File: src/rtl/timer_pkg.sv
// Shared encodings for the kitchen-timer sequencing controller:
// state codes, button indices and status LED patterns.
package timer_pkg;

    typedef enum logic [1:0] {
        ST_IDLE  = 2'd0,
        ST_RUN   = 2'd1,
        ST_PAUSE = 2'd2,
        ST_ALARM = 2'd3
    } state_t;

    localparam int BTN_START = 0;
    localparam int BTN_STOP  = 1;
    localparam int BTN_LOAD  = 2;

    localparam logic [3:0] LED_IDLE      = 4'b0001;
    localparam logic [3:0] LED_RUN       = 4'b0010;
    localparam logic [3:0] LED_PAUSE     = 4'b0100;
    localparam logic [3:0] LED_ALARM     = 4'b1000;
    localparam logic [3:0] LED_FLASH_ON  = 4'b1111;
    localparam logic [3:0] LED_FLASH_OFF = 4'b0000;

    // One-hot state indication for the low LED nibble.
    function automatic logic [3:0] state_led(input state_t st);
        logic [3:0] led;
        case (st)
            ST_IDLE:  led = LED_IDLE;
            ST_RUN:   led = LED_RUN;
            ST_PAUSE: led = LED_PAUSE;
            ST_ALARM: led = LED_ALARM;
            default:  led = LED_IDLE;
        endcase
        return led;
    endfunction

endpackage

File: src/rtl/btn_debounce.sv
// Single push-button conditioner: 2-flop synchronizer, stability counter
// and a one-cycle registered pulse on each accepted press.
module btn_debounce #(
    parameter int DB_CYCLES = 16
) (
    input  logic CLOCK,
    input  logic RESET,
    input  logic raw,
    output logic press
);

    localparam int CNT_W = (DB_CYCLES < 2) ? 1 : $clog2(DB_CYCLES + 1);
    localparam logic [CNT_W-1:0] CNT_MAX = CNT_W'(DB_CYCLES - 1);
    localparam logic [CNT_W-1:0] CNT_ONE = CNT_W'(1);

    logic             sync1_r;
    logic             sync2_r;
    logic             level_r;
    logic             press_r;
    logic [CNT_W-1:0] cnt_r;

    // Synchronize, then accept a new level only after DB_CYCLES differing samples.
    always_ff @(posedge CLOCK) begin
        if (RESET) begin
            sync1_r <= 1'b0;
            sync2_r <= 1'b0;
            level_r <= 1'b0;
            press_r <= 1'b0;
            cnt_r   <= {CNT_W{1'b0}};
        end else begin
            sync1_r <= raw;
            sync2_r <= sync1_r;
            if (sync2_r != level_r) begin
                if (cnt_r == CNT_MAX) begin
                    level_r <= sync2_r;
                    press_r <= sync2_r;
                    cnt_r   <= {CNT_W{1'b0}};
                end else begin
                    press_r <= 1'b0;
                    cnt_r   <= cnt_r + CNT_ONE;
                end
            end else begin
                press_r <= 1'b0;
                cnt_r   <= {CNT_W{1'b0}};
            end
        end
    end

    assign press = press_r;

endmodule

File: src/rtl/timer_ctrl.sv
// Kitchen-timer sequencing controller: button conditioning, IDLE/RUN/PAUSE/ALARM
// FSM, buzzer tone and status LEDs. Define TIMER_CTRL_ALARM_TIMEOUT_EN for alarm auto-stop.
module timer_ctrl
    import timer_pkg::*;
#(
    parameter int DB_CYCLES = 16,
    parameter int TONE_DIV  = 1000,
    parameter int ALARM_SEC = 30
) (
    input  logic       CLOCK,
    input  logic       RESET,
    input  logic [3:0] PSW,
    input  logic       TICK,
    input  logic       ZERO,
    output logic       CNT_EN,
    output logic       LOAD,
    output logic       BZ,
    output logic [7:0] LED
);

    localparam int TONE_W = (TONE_DIV < 2) ? 1 : $clog2(TONE_DIV + 1);
    localparam logic [TONE_W-1:0] TONE_MAX = TONE_W'(TONE_DIV - 1);
    localparam logic [TONE_W-1:0] TONE_ONE = TONE_W'(1);

    logic [3:0]        press_s;
    logic              start_s;
    logic              stop_s;
    logic              load_s;
    logic              spare_unused_s;
    logic              alarm_expire_s;

    state_t            state_r;
    logic              load_r;
    logic              bz_r;
    logic [3:0]        flash_r;
    logic [TONE_W-1:0] tone_cnt_r;

    genvar gi;
    for (gi = 0; gi < 4; gi++) begin : g_btn
        btn_debounce #(
            .DB_CYCLES (DB_CYCLES)
        ) u_btn_debounce (
            .CLOCK (CLOCK),
            .RESET (RESET),
            .raw   (PSW[gi]),
            .press (press_s[gi])
        );
    end

    assign start_s        = press_s[BTN_START];
    assign stop_s         = press_s[BTN_STOP];
    assign load_s         = press_s[BTN_LOAD];
    assign spare_unused_s = press_s[3];

`ifdef TIMER_CTRL_ALARM_TIMEOUT_EN
    localparam int TO_W = (ALARM_SEC < 2) ? 1 : $clog2(ALARM_SEC + 1);
    localparam logic [TO_W-1:0] TO_MAX = TO_W'(ALARM_SEC - 1);
    localparam logic [TO_W-1:0] TO_ONE = TO_W'(1);

    logic [TO_W-1:0] to_cnt_r;

    // Alarm ends on the ALARM_SEC-th TICK seen in ALARM.
    always_comb begin
        alarm_expire_s = 1'b0;
        if ((state_r == ST_ALARM) && TICK && (to_cnt_r == TO_MAX)) begin
            alarm_expire_s = 1'b1;
        end else begin
            alarm_expire_s = 1'b0;
        end
    end

    // Count TICKs while ringing; restart on every ALARM entry.
    always_ff @(posedge CLOCK) begin
        if (RESET) begin
            to_cnt_r <= {TO_W{1'b0}};
        end else if (state_r != ST_ALARM) begin
            to_cnt_r <= {TO_W{1'b0}};
        end else if (TICK) begin
            to_cnt_r <= to_cnt_r + TO_ONE;
        end else begin
            to_cnt_r <= to_cnt_r;
        end
    end
`else
    localparam int ALARM_SEC_UNUSED = ALARM_SEC;

    assign alarm_expire_s = 1'b0;
`endif

    // Main sequencer with registered LOAD pulse, tone and LED flash state.
    always_ff @(posedge CLOCK) begin
        if (RESET) begin
            state_r    <= ST_IDLE;
            load_r     <= 1'b0;
            bz_r       <= 1'b0;
            flash_r    <= LED_FLASH_OFF;
            tone_cnt_r <= {TONE_W{1'b0}};
        end else begin
            load_r <= 1'b0;
            case (state_r)
                ST_IDLE: begin
                    if (start_s) begin
                        if (!ZERO) begin
                            state_r <= ST_RUN;
                        end else begin
                            state_r <= ST_IDLE;
                        end
                    end else if (load_s) begin
                        load_r <= 1'b1;
                    end else begin
                        state_r <= ST_IDLE;
                    end
                end
                ST_RUN: begin
                    // Stop outranks reaching zero so an acknowledged stop never rings.
                    if (stop_s) begin
                        state_r <= ST_IDLE;
                    end else if (ZERO) begin
                        state_r    <= ST_ALARM;
                        tone_cnt_r <= {TONE_W{1'b0}};
                        bz_r       <= 1'b0;
                        flash_r    <= LED_FLASH_ON;
                    end else if (start_s) begin
                        state_r <= ST_PAUSE;
                    end else begin
                        state_r <= ST_RUN;
                    end
                end
                ST_PAUSE: begin
                    if (stop_s) begin
                        state_r <= ST_IDLE;
                    end else if (start_s) begin
                        state_r <= ST_RUN;
                    end else begin
                        state_r <= ST_PAUSE;
                    end
                end
                ST_ALARM: begin
                    if (stop_s || alarm_expire_s) begin
                        state_r    <= ST_IDLE;
                        bz_r       <= 1'b0;
                        flash_r    <= LED_FLASH_OFF;
                        tone_cnt_r <= {TONE_W{1'b0}};
                    end else begin
                        if (tone_cnt_r == TONE_MAX) begin
                            tone_cnt_r <= {TONE_W{1'b0}};
                            bz_r       <= ~bz_r;
                        end else begin
                            tone_cnt_r <= tone_cnt_r + TONE_ONE;
                        end
                        if (TICK) begin
                            flash_r <= ~flash_r;
                        end else begin
                            flash_r <= flash_r;
                        end
                    end
                end
                default: begin
                    state_r    <= ST_IDLE;
                    bz_r       <= 1'b0;
                    flash_r    <= LED_FLASH_OFF;
                    tone_cnt_r <= {TONE_W{1'b0}};
                end
            endcase
        end
    end

    // Gate combinationally so the counter chain stops in the very cycle 0:00 appears.
    assign CNT_EN = (state_r == ST_RUN) & ~ZERO;
    assign LOAD   = load_r;
    assign BZ     = bz_r;
    assign LED    = {flash_r, state_led(state_r)};

endmodule
File: config.mk
export PLATFORM = sky130hd
export DESIGN_NAME = timer_ctrl
export DESIGN_NICKNAME = d
export VERILOG_FILES = /design/src/rtl/timer_pkg.sv /design/src/rtl/btn_debounce.sv /design/src/rtl/timer_ctrl.sv
export SDC_FILE = /design/constraint.sdc
export NUM_CORES = 1
export LEC_CHECK = 0
export ABC_AREA = 1
export BUFFER_PORTS_ARGS = -buffer_cell sky130_fd_sc_hd__buf_2
export CAP_MARGIN = 40
export CORE_MARGIN = 2
export CORE_UTILIZATION = 45
export CTS_CLUSTER_DIAMETER = 80
export DETAILED_ROUTE_END_ITERATION = 16
export PLACE_DENSITY_LB_ADDON = 0.25
export SLEW_MARGIN = 20
export SYNTH_ARGS = -nofsm -noshare
export SYNTH_HDL_FRONTEND = slang
export SYNTH_SLANG_ARGS = --single-unit
File: constraint.sdc
create_clock -name CLOCK -period 1.51 [get_ports CLOCK]
set_input_delay 0.2265 -clock CLOCK [delete_from_list [all_inputs] [get_ports CLOCK]]
set_output_delay 0.2265 -clock CLOCK [all_outputs]
set_load 0.005 [all_outputs]
## Word level (Yosys, flattened, before mapping)

Cells that the tools add are included.

- Register bits: 45
- Input port bits: 8
- Output and inout bits: 11

- $add $sub $neg: 4
- Eq/ne operators: 16
- Multiplexer cells: 27
- Bitwise operators: 11
- Reductions and logical operators: 16

Operators with widths:

| operator | number |
|---|---|
| $mux W10 | 4 |
| $reduce_or A3 Y1 | 7 |
| $pmux W10 S2 | 1 |
| $mux W2 | 8 |
| $mux W4 | 4 |
| $pmux W4 S4 | 1 |
| $add A5 B1 Y5 const B | 3 |
| $eq A5 B4 Y1 const B | 3 |
| $add A10 B1 Y10 const B | 1 |
| $eq A10 B10 Y1 const B | 1 |
| $not A1 Y1 | 9 |
| $pmux W2 S4 | 1 |
| $pmux W4 S2 | 1 |
| $reduce_and A2 Y1 | 4 |
| $reduce_and A4 Y1 | 2 |
| $mux W1 | 6 |
| $ne A3 B2 Y1 const B | 2 |
| $eq A2 B2 Y1 const B | 2 |
| $ne A2 B2 Y1 const B | 2 |
| $not A4 Y4 | 1 |
| $ne A1 B1 Y1 | 3 |
| $ne A3 B3 Y1 const B | 1 |
| $reduce_and A3 Y1 | 1 |
| $eq A2 B1 Y1 const B | 1 |
| other kinds (5) | 5 |

## Logic depth before layout (Yosys ltp)

Gate-level depths: netlist of run 1.

- Word-level depth: 4
- Mapped depth: 8
- Depth with buffers taken out: 8

## Modules after synthesis

From an unflattened synthesis of run 1, not the netlist that was laid out.

- Cell total of the unflattened synthesis: 251
- Area total of the unflattened synthesis: 1958.1 µm²

By module, submodules not included:

| module | instances | cells an instance | area an instance (µm²) | sequential area each (µm²) |
|---|---|---|---|---|
| btn_debounce | 3 | 40 | 342.8 | 180.2 |
| timer_ctrl | 1 | 131 | 929.6 | 360.3 |

## Least setup slack after synthesis of run 1

No wires, ideal clock.

- Kind: register to register
- Start point: reg g_btn[1].u_btn_debounce.cnt_r[0]
- End point: reg g_btn[1].u_btn_debounce.cnt_r[3]
- Library setup time: 0.058 ns
- Data arrival time: 1.231 ns
- Data required time: 1.452 ns
- Setup slack: 0.222 ns
- Stages on the path, launching flop included: 9
- Path buffers: 0
- Period minus slack after synthesis: 1.288 ns
- Cells stage by stage: dfxtp_1 ha_1 nand2_1 nor2_1 ha_1 inv_1 nand3_1 a21oi_1 o21a_1

- Cells in the longest elaborated chain, start to end: 2
- Elaborated cells on any way between the ends: 3
- Those cells by class: 1 x add/sub; 1 x eq/ne; 1 x reduce/logical

RTL lines:

| item | line | RTL |
|---|---|---|
| start, declared | btn_debounce.sv:20 | `logic [CNT_W-1:0] cnt_r;` |
| start signal, assigned | btn_debounce.sv:29 | `cnt_r <= {CNT_W{1'b0}};` |
| start signal, assigned | btn_debounce.sv:37 | `cnt_r <= {CNT_W{1'b0}};` |
| start signal, assigned | btn_debounce.sv:40 | `cnt_r <= cnt_r + CNT_ONE;` |
| branches (longest 2 deep; another with $add A5 B1 Y5) | -- |  |

Several ways; the timed one is not identified.
A chain may end at the register's enable or synchronous reset.

## Worst setup path after layout of run 1

- Start point: reg g_btn[0].u_btn_debounce.cnt_r[0]
- End point: reg g_btn[0].u_btn_debounce.cnt_r[3]

- Cells in the longest elaborated chain, start to end: 2
- Elaborated cells on any way between the ends: 3
- Those cells by class: 1 x add/sub; 1 x eq/ne; 1 x reduce/logical

RTL lines:

| item | line |
|---|---|
| start, declared | btn_debounce.sv:20 |
| start signal, assigned | btn_debounce.sv:29 |
| start signal, assigned | btn_debounce.sv:37 |
| start signal, assigned | btn_debounce.sv:40 |
| branches (longest 2 deep; another with $add A5 B1 Y5) | -- |

Several ways; the timed one is not identified.

==> qor.txt, run 1 <==
Congestion Overflow GR -> 0
Final min period -> 1.38 ns
Multi-input logic area -> 818 sq um
Mapped cell area -> 1880 sq um
Setup violators final -> 0
# fillers -> 364
Die Height -> 68.6 microns
Worst path max stage delay -> 0.36 ns
Syn Inst Count -> 245
Fin. max-slew vios -> 0
Total Nets Final -> 287
Max rail drop VDD -> 0.760 mV
Avg Cell Area, Syn -> 7.67 sq um
Clock slew at reported path FFs -> 0.08 ns
Kind of end point of the critical path -> register
Clock Tree Buf Depth -> 2
Largest net degree at the start of global routing -> 16
Slew @ Worst Pin -> 0.353 ns
First-pass DRT Iterations -> 4
Routed length per instance -> 9.26 microns
Routed Antenna Nets -> 0
Critical Path Start Type -> register
GPL Wtd Cong -> 0.788
P&R area growth vs syn -> 15.9%
Detailed placement HPWL -> 2.10 mm
Vias/cell -> 4.62
Worst Hold Slack -> 0.120 ns
Unique masters post-synth -> 24
Register Area -> 902 sq um
Hold Violations, Final -> 0
Initial antenna violation count -> 0
Leakage power -> 0.000911 uW
Status -> finished clean
Max-Slew Margin vs Limit -> 76.4%
Fin crit share -> 91.3%
Ys Warns -> 0
Fraction of layout cells with a size suffix above 1 -> 15.4%
CTS tree -> yes
Hold_buf cts -> 0
Routed wire length -> 2.99 mm
Vias -> 1492
WS Path Type -> reg -> reg
PD cells -> 989 nW/um^2
PortBufs -> 17
# DRC -> 0
Ant. Diodes -> 0
Placed Area -> 2040 sq um
CP max stage cell -> dfxtp_1
Worst path top cell family by delay -> flip-flops
Clk_lat worst skew -> 0.30 ns
# rows -> 23
Die width -> 68.6 microns
Core box area -> 4000 sq um
Non-Filler Instances -> 323
Fin Clk Skew -> 0.00754 ns
Root buf cell -> clkbuf_8
Fin worst setup slack -> 0.131 ns
I/O pin count -> 19
CTS H-tree depth -> 2
Worst path bufs/invs -> 2
CP max FO -> 3
First-pass GRT wire length -> 5.26 mm
Number of global-route vias before repair -> 1292
Worst path arrival time -> 1.58 ns
Dpl ws -> 0.0851 ns
Starting density of the core -> 47.0%
Hold Crit Class -> in -> reg
Sequential share of the synthesized area -> 47.9%
Global-route usage over all layers -> 15.3%
# placed instances -> 313
CTS Buf Count -> 5
CP required -> 1.71 ns
Max Cap Violations -> 0
Critical-path cell list -> ha_1 -> nand2_1 -> nor2_1 -> ha_1 -> inv_1 -> o211ai_1 -> buf_4 -> nor2_1
Clock sinks -> 45
Fmax -> 725 MHz
Synthesized Nets -> 260
Die footprint -> 4710 sq um
Final instance area -> 2180 sq um
Initial detailed-routing violation count -> 68
#FFs+latches synth -> 45
## metrics by stage
step           TNS (ns)  utilization, %  total power [uW]
6_report              0            54.5              2150
5_1_grt         -0.0112            54.5              2240
4_1_cts               0            53.7              2190
3_5_place_dp          0            51.0              1280
3_3_place_gp          0            51.0              1280
2_1_floorplan         0               -              1260
## sequential cells by signal (all words and copies together), names as in the netlist
name,flops
BZ,1
LOAD,1
g_btn.u_btn_debounce.level_r,3
tone_cnt_r,10
g_btn.u_btn_debounce.sync2_r,3
g_btn.u_btn_debounce.sync1_r,3
flash_r,4
g_btn.u_btn_debounce.press,3
state_r,2
g_btn.u_btn_debounce.cnt_r,15
## tightest hold or removal path: stages
cell	delay [ns]
buf_2	0.09
inv_1	0.04
nor2_1	0.03
## synthesized netlist by cell type, drive strengths merged
cell type,count,area [sq um]
nor2,47,184
dfxtp,45,901
inv,41,154
nand2,34,135
a21oi,18,90.1
nand3,18,90.1
o21ai,12,63.8
ha,7,87.6
xor2,7,61.3
nand4,3,18.8
nor3b,3,22.5
clkbuf,2,7.51
o211ai,2,15.0
or2,2,12.5
buf,1,11.3
nor3,1,10.0
o21a,1,7.51
o21bai,1,7.51
## worst paths after layout
check                                         startpoint                                           to  slack (ns)  cells after the start
max reg2reg  g_btn[0].u_btn_debounce.cnt_r[0]$_SDFF_PP0_  g_btn[0].u_btn_debounce.cnt_r[3]$_SDFF_PP0_        0.13                      8
min                                               PSW[2]   g_btn[2].u_btn_debounce.sync1_r$_SDFF_PP0_        0.12                      3
max          g_btn[0].u_btn_debounce.cnt_r[0]$_SDFF_PP0_  g_btn[0].u_btn_debounce.cnt_r[3]$_SDFF_PP0_        0.13                      8
min reg2reg   g_btn[2].u_btn_debounce.sync1_r$_SDFF_PP0_   g_btn[2].u_btn_debounce.sync2_r$_SDFF_PP0_        0.41                      2
## metal layers
metal	share of wire (%)	track usage [%]	up-vias	wire length (microns)
met4	2.1	7.50	0	63
met3	3.8	6.82	6	114
met1	48	17.2	647	1440
met2	46	24.5	15	1370
li1	-	-	824	-
met5	0	0	-	0
## cell type report
cell class / instances / area share [%]
Timing Repair Buffer: 23 / 5.97
Inverter: 41 / 7.06
Clock inverter: 2 / 1.78
Multi-Input combinational cell: 156 / 37.6
Sequential cell: 45 / 41.4
Clock buffer: 6 / 3.33
Tap cell: 50 / 2.87
## logic make-up (layout without fill, tap and decap cells)
logic type               Yosys count  in the layout  share of synthesized area (%)
AO/OA/AOI/OAI                     34             34                           9.79
XOR/XNOR                           7              7                           3.26
adder cells (fa/ha/maj)            7              7                           4.66
buffers and inverters             44             72                           9.19
flip-flops                        45             45                           47.9
AND/OR/NAND/NOR                  108            108                           25.2
## power by group
group / total, uW / internal (uW) / switching, uW
logic: 51.5 / 19.3 / 32.2
registers: 1200 / 1200 / 5.36
clock network: 902 / 496 / 406
## cell usage in the layout, fill, tap and decap left out, drive strengths merged
cell type | synthesis | layout
a21oi | 18 | 18
buf | 1 | 23
bufinv | 0 | 1
clkbuf | 2 | 6
clkinv | 0 | 1
dfxtp | 45 | 45
ha | 7 | 7
inv | 41 | 41
nand2 | 34 | 34
nand3 | 18 | 18
nand4 | 3 | 3
nor2 | 47 | 47
nor3 | 1 | 1
nor3b | 3 | 3
o211ai | 2 | 2
o21a | 1 | 1
o21ai | 12 | 12
o21bai | 1 | 1
or2 | 2 | 2
xor2 | 7 | 7
## timing repair
action | CTS | global route
setup buffers | 0 | 2
endpoints found under the setup margin | 0 | 4
gates resized for setup | 0 | 4
(Power assumes the default switching activity.)
==> inputs of run 2 (changes only) <==
Settings changed: SKIP_LAST_GASP from default to 1, SYNTH_HIERARCHICAL from default to 1.
==> run 2 against run 1 <==
Against the previous run: power fell by 8.3%; combinational power shrank 2%; count of clock-buffer cells in the layout unchanged; highest routed layer unchanged; area after synthesis up 4.2%; clock skew decreased by 0.0029 ns; non-clock buffer count fell by 3; synthesized cell count rose by 2.4%; worst hold slack better by 0.012 ns; via count up 1.5%; worst setup slack got worse by 0.012 ns; die area increased by 3.9%.
==> qor.txt, run 2 <==
CTS H-tree depth -> 2 (unchanged)
Multi-input logic area -> 887 sq um (+8.4%)
Vias -> 1515 (+1.5%)
Clock power frac -> 36.7% (-5.2 points)
CTS tree -> yes
Post-CTS setup repair buffer count -> 0 (unchanged)
#FFs+latches synth -> 45 (unchanged)
Kind of end point of the critical path -> output pin
Core box area -> 4090 sq um (+2.2%)
Total Nets Final -> 292 (+1.7%)
Worst path arrival time -> 1.16 ns (-0.42 ns)
P&R area growth vs syn -> 12.1%
Status -> finished clean
GPL Wtd Cong -> 0.724 (-8.1%)
Congestion Overflow GR -> 0 (unchanged)
Flop pwr share -> 60.8% (+5.1 points)
Ys Warns -> 6 (+6)
Clock sinks -> 45 (unchanged)
CTS Buf Count -> 5 (unchanged)
Sequential share of the synthesized area -> 46.0% (-1.9 points)
# fillers -> 400 (+9.9%)
Met2 Track Usage GR -> 23.0% (-1.6 points)
Largest net degree at the start of global routing -> 15 (-1)
Switching Fraction -> 22.1% (+1.5 points)
WS Path Type -> reg -> out
Mapped cell area -> 1960 sq um (+4.2%)
Fin Clk Skew -> 0.00460 ns (-0.00294 ns)
Synth top area cells -> dfxtp_1 (46%), nor2_1 (8.8%), nand2_1 (7.9%)
Die Height -> 70.0 microns (+2.0%)
Total power -> 1980 uW (-8.3%)
Critical Path Start Type -> register
CP max stage cell -> dfxtp_1
Largest register FFs -> 15 (unchanged)
Starting density of the core -> 47.9% (+0.94 points)
GR Util met3 -> 4.76% (-2.1 points)
First-pass GRT wire length -> 5.31 mm (+0.93%)
Hold Violations, Final -> 0 (unchanged)
Avg Cell Area, Syn -> 7.80 sq um (+1.7%)
Vias/cell -> 4.62 (about the same)
Routed wire length -> 3.11 mm (+3.9%)
Clock slew at reported path FFs -> 0.08 ns (about the same)
Hold Crit Class -> in -> reg
Initial detailed-routing violation count -> 58 (-15%)
Root buf cell -> clkbuf_8
Dpl ws -> 0.173 ns (+0.0878 ns)
Unique masters post-synth -> 22 (-8.3%)
CP max FO -> 6 (+3)
Max rail drop VDD -> 0.715 mV (-5.9%)
Util after Layout -> 53.7% (-0.72 points)
Routed Antenna Nets -> 0 (unchanged)
Slew @ Worst Pin -> 0.249 ns (-0.104 ns)
Die footprint -> 4900 sq um (+3.9%)
Leakage power -> 0.000868 uW (-4.7%)
Leading cell type in the layout, fill and taps excluded -> nor2_1
First-pass DRT Iterations -> 4 (unchanged)
I/O pin count -> 19 (unchanged)
Number of global-route vias before repair -> 1314 (+1.7%)
Max Cap Violations -> 0 (unchanged)
Unrepaired setup endpoints after global routing -> no
Async SR Flop Fraction -> 0% (unchanged)
Fin crit share -> 92.1% (+0.83 points)
Fin worst setup slack -> 0.119 ns (-0.0125 ns)
Sw power -> 437 uW (-1.5%)
Setup violators final -> 0 (unchanged)
CTS resizes -> 0 (unchanged)
Detailed placement HPWL -> 2.31 mm (+10%)
Routed length per instance -> 9.48 microns (+2.4%)
Top cells by count, synth -> nor2_1 (46), dfxtp_1 (45), nand2_1 (41)
Register Area -> 901 sq um (-0.14%)
PortBufs -> 17 (unchanged)
Global-route usage over all layers -> 13.3% (-2.0 points)
Worst Hold Slack -> 0.132 ns (+0.0124 ns)
Clk_lat worst skew -> 0.29 ns (about the same)
Post-synth EDFFs -> 0 (unchanged)
Clock Tree Buf Depth -> 2 (unchanged)
GRT busiest layer -> met2
Fmax -> 719 MHz (-0.90%)
Internal power -> 1540 uW (-10%)
Comb power frac -> 2.6% (+0.2 points)
Critical-path cell list -> nand2_2 -> inv_1 -> buf_2
Hold_buf cts -> 0 (unchanged)
Fraction of layout cells with a size suffix above 1 -> 18.3% (+3.0 points)
Ant. Diodes -> 0 (unchanged)
Die width -> 70.0 microns (+2.0%)
Final min period -> 1.39 ns (+0.0125 ns)
Synth area leader -> dfxtp_1
# rows -> 23 (unchanged)
PD cells -> 900 nW/um^2 (-9.0%)
Final setup TNS -> 0 ns (unchanged)
Worst path max stage delay -> 0.42 ns (+0.06 ns)
Most flop-heavy register -> g_btn.u_btn_debounce/cnt_r
Max-Slew Margin vs Limit -> 83.4% (+7.0 points)
Top flop regs -> g_btn.u_btn_debounce/cnt_r: 15 flops, tone_cnt_r: 10 flops, flash_r: 4 flops
Top-count cell post-synth -> nor2_1
Initial antenna violation count -> 0 (unchanged)
Yosys top cell area share -> 46.0% (-1.9 points)
Ys flop type -> dfxtp_1
CP required -> 1.28 ns (-0.43 ns)
Commonest cells after routing, fill and taps aside -> nor2_1 (46), dfxtp_1 (45), nand2_1 (41), inv_1 (36), buf_2 (17)
# DRC -> 0 (unchanged)
Met1 Track Usage GR -> 15.2% (-1.9 points)
Fin. max-slew vios -> 0 (unchanged)
Synthesized Nets -> 266 (+2.3%)
Syn Inst Count -> 251 (+2.4%)
-- run 2: cell count changes in the layout (fill, tap and decap cells not counted), sizes merged, moves of 2 or more --
cell,delta
nor4,+3
nor3b,-3
o211ai,-2
nand4,+2
xnor2,+3
a21oi,-6
nand2,+16
buf,-3
nor2,+2
or2,-2
o21ai,-4
clkinvlp,+2
-- run 2: area by class of cell --
class                           count  share of cell area (%)
Tap cell                           50                    2.85
Multi-Input combinational cell    165                    40.4
Clock inverter                      2                   0.684
Sequential cell                    45                    41.0
Timing Repair Buffer               20                    4.90
Inverter                           40                    6.84
Clock buffer                        6                    3.30
-- run 2: routing by layer --
layer / up-vias / part of all wire [%]
li1: 833 / -
met1: 668 / 48
met2: 12 / 48
met3: 2 / 2.3
met4: 0 / 0.84
met5: - / 0
-- run 2: path summary, 6_finish.rpt --
check / startpoint / endpoint / slack, ns / cells after the start
worst min-delay path: PSW[0] / g_btn[0].u_btn_debounce/sync1_r$_SDFF_PP0_ / 0.13 / 3
worst max register to register: tone_cnt_r[0]$_SDFFE_PP0P_ / tone_cnt_r[9]$_SDFFE_PP0P_ / 0.15 / 8
worst min register to register: g_btn[0].u_btn_debounce/sync1_r$_SDFF_PP0_ / g_btn[0].u_btn_debounce/sync2_r$_SDFF_PP0_ / 0.41 / 2
worst max-delay path: state_r[0]$_SDFFE_PP0P_ / LED[3] / 0.12 / 3
-- run 2: logic make-up after synthesis --
group / after synthesis / share of synthesized area [%]
and+or+nand+nor: 126 / 29.7
DFF: 45 / 46.0
buffers and inverters: 41 / 8.69
AOI/OAI and AO/OA: 22 / 6.65
xor gates and xnor gates: 10 / 4.47
adders and majority gates: 7 / 4.47
-- run 2: power groups by stage --
| stage | registers (uW) | logic [uW] | clock network [uW] |
|---|---|---|---|
| after floorplan | 1230 | 26.5 | 0 |
| final | 1200 | 50.7 | 724 |
| after global routing | 1200 | 58.1 | 791 |
| after CTS | 1200 | 52.2 | 757 |
| after global placement | 1230 | 50.8 | 0 |
| after detailed placement | 1230 | 52.2 | 0 |
-- run 2: critical path, delay by kind of cell, from the launching register on --
family | cells | cell delay, ns
simple gates | 1 | 0.14
flops | 1 | 0.42
buf+inv | 2 | 0.31
-- run 2: metrics by stage --
stage,std cells,cell area [sq um]
2_1_floorplan,251,1960
3_3_place_gp,320,2110
3_5_place_dp,320,2110
4_1_cts,328,2200
5_1_grt,328,2200
6_report,328,2200
==> inputs of run 3 (changes only) <==
Settings changed: RECOVER_POWER from default to 25.
==> run 3 against run 2 <==
Against the previous run: critical path depth unchanged; global-route usage unchanged; clock power about the same; via count decreased by 0.26%; die area unchanged; sequential share of layout area increased by 0.16 points; non-clock buffer count unchanged; clock skew about the same; sequential cell count unchanged; highest routed layer unchanged.
==> qor.txt, run 3 (same netlist as run 2, synthesis figures left out) <==
I/O pin count -> 19 (unchanged)
GPL Wtd Cong -> 0.724 (unchanged)
CTS Buf Count -> 5 (unchanged)
Fin. max-slew vios -> 0 (unchanged)
Top flop regs -> g_btn.u_btn_debounce/cnt_r: 15 flops, tone_cnt_r: 10 flops, flash_r: 4 flops
Final min period -> 1.39 ns (-0.00254 ns)
Clock slew at reported path FFs -> 0.08 ns (about the same)
Die footprint -> 4900 sq um (unchanged)
Congestion Overflow GR -> 0 (unchanged)
CTS H-tree depth -> 2 (unchanged)
Placed Area -> 2110 sq um (unchanged)
First-pass GRT wire length -> 5.31 mm (unchanged)
Global-route usage over all layers -> 13.3% (unchanged)
Register Area -> 901 sq um (unchanged)
Final instance area -> 2190 sq um (-0.40%)
Hold Violations, Final -> 0 (unchanged)
Worst path top cell family by delay -> flip-flops
Hold Crit Class -> in -> reg
Initial antenna violation count -> 0 (unchanged)
Routed wire length -> 3.11 mm (about the same)
P&R area growth vs syn -> 11.7%
Status -> finished clean
Worst Hold Slack -> 0.132 ns (-0.0000140 ns)
First-pass DRT Iterations -> 4 (unchanged)
Clk_lat worst skew -> 0.29 ns (about the same)
Largest net degree at the start of global routing -> 15 (unchanged)
Clock Tree Buf Depth -> 2 (unchanged)
Max-Slew Margin vs Limit -> 64.6% (-19 points)
Fraction of layout cells with a size suffix above 1 -> 16.5% (-1.8 points)
Clock sinks -> 45 (unchanged)
Vias -> 1511 (-0.26%)
Worst path max stage delay -> 0.42 ns (about the same)
# placed instances -> 320 (unchanged)
Largest register FFs -> 15 (unchanged)
Leakage power -> 0.000849 uW (-2.3%)
Slew @ Worst Pin -> 0.531 ns (+0.282 ns)
Fin crit share -> 92.0% (-0.17 points)
CP required -> 1.28 ns (about the same)
Unrepaired setup endpoints after global routing -> no
Number of global-route vias before repair -> 1314 (unchanged)
Routed Antenna Nets -> 0 (unchanged)
Hold_buf cts -> 0 (unchanged)
Routed length per instance -> 9.47 microns (about the same)
Root buf cell -> clkbuf_8
Core box area -> 4090 sq um (unchanged)
Multi-input logic area -> 887 sq um (unchanged)
WS Path Type -> reg -> out
Total Nets Final -> 292 (unchanged)
Ant. Diodes -> 0 (unchanged)
Detailed placement HPWL -> 2.31 mm (unchanged)
CP max FO -> 6 (unchanged)
Most flop-heavy register -> g_btn.u_btn_debounce/cnt_r
# fillers -> 405 (+1.3%)
PortBufs -> 17 (unchanged)
Initial detailed-routing violation count -> 69 (+19%)
# rows -> 23 (unchanged)
Fin Clk Skew -> 0.00466 ns (+0.0000666 ns)
Kind of end point of the critical path -> output pin
Max Cap Violations -> 0 (unchanged)
Setup violators final -> 0 (unchanged)
# DRC -> 0 (unchanged)
Critical-path cell list -> nand2_2 -> inv_1 -> buf_2
Die width -> 70.0 microns (unchanged)
Critical Path Start Type -> register
Die Height -> 70.0 microns (unchanged)
Vias/cell -> 4.61 (-0.26%)
CTS tree -> yes
Util after Layout -> 53.5% (-0.21 points)
PD cells -> 903 nW/um^2 (+0.32%)
CTS resizes -> 0 (unchanged)
Worst path arrival time -> 1.16 ns (about the same)
Final setup TNS -> 0 ns (unchanged)
CP max stage cell -> dfxtp_1
Commonest cells after routing, fill and taps aside -> nor2_1 (46), dfxtp_1 (45), nand2_1 (41), inv_1 (36), nand3_1 (14)
Worst path bufs/invs -> 2 (unchanged)
Max rail drop VDD -> 0.715 mV (about the same)
Leading cell type in the layout, fill and taps excluded -> nor2_1
Fmax -> 720 MHz (+0.18%)
Non-Filler Instances -> 328 (unchanged)
Starting density of the core -> 47.9% (unchanged)
Post-CTS setup repair buffer count -> 0 (unchanged)
run 3: stage by stage:
stage | total power [uW] | worst slack (ns)
5_1_grt | 2050 | 0.0130
3_3_place_gp | 1280 | 0.197
6_report | 1970 | 0.121
2_1_floorplan | 1250 | 0.295
3_5_place_dp | 1280 | 0.173
4_1_cts | 2010 | 0.111
run 3: path summary, 6_finish.rpt:
path / to / slack (ns) / cells past startpoint / startpoint
hold reg to reg: g_btn[0].u_btn_debounce/sync2_r$_SDFF_PP0_ / 0.41 / 2 / g_btn[0].u_btn_debounce/sync1_r$_SDFF_PP0_
hold / removal: g_btn[0].u_btn_debounce/sync1_r$_SDFF_PP0_ / 0.13 / 3 / PSW[0]
setup / recovery: LED[3] / 0.12 / 3 / state_r[0]$_SDFFE_PP0P_
setup reg to reg: tone_cnt_r[9]$_SDFFE_PP0P_ / 0.15 / 8 / tone_cnt_r[0]$_SDFFE_PP0P_
run 3: routing by layer:
layer	global-route usage, %	share of wire, %	up-vias
met5	0	0	-
met4	4.49	0.84	0
met3	4.76	2.8	2
met2	23.0	49	14
met1	15.2	48	662
li1	-	-	833
run 3: layout make-up:
type | count | share of cell area, %
Sequential cell | 45 | 41.2
Clock inverter | 2 | 0.686
Tap cell | 50 | 2.86
Inverter | 40 | 6.86
Multi-Input combinational cell | 165 | 40.6
Timing Repair Buffer | 20 | 4.52
Clock buffer | 6 | 3.32
run 3: power by group:
part / total, uW / internal [uW] / switching [uW]
logic: 49.2 / 16.2 / 33.0
registers: 1200 / 1200 / 5.58
clock network: 724 / 326 / 398
total: 1970 / 1540 / 437
run 3: worst register-to-register path, delay by kind of cell, from the launching register on:
kind,cells,cell delay (ns)
adder cells (fa/ha/maj),1,0.21
AND/OR/NAND/NOR,7,0.66
flip-flops,1,0.38
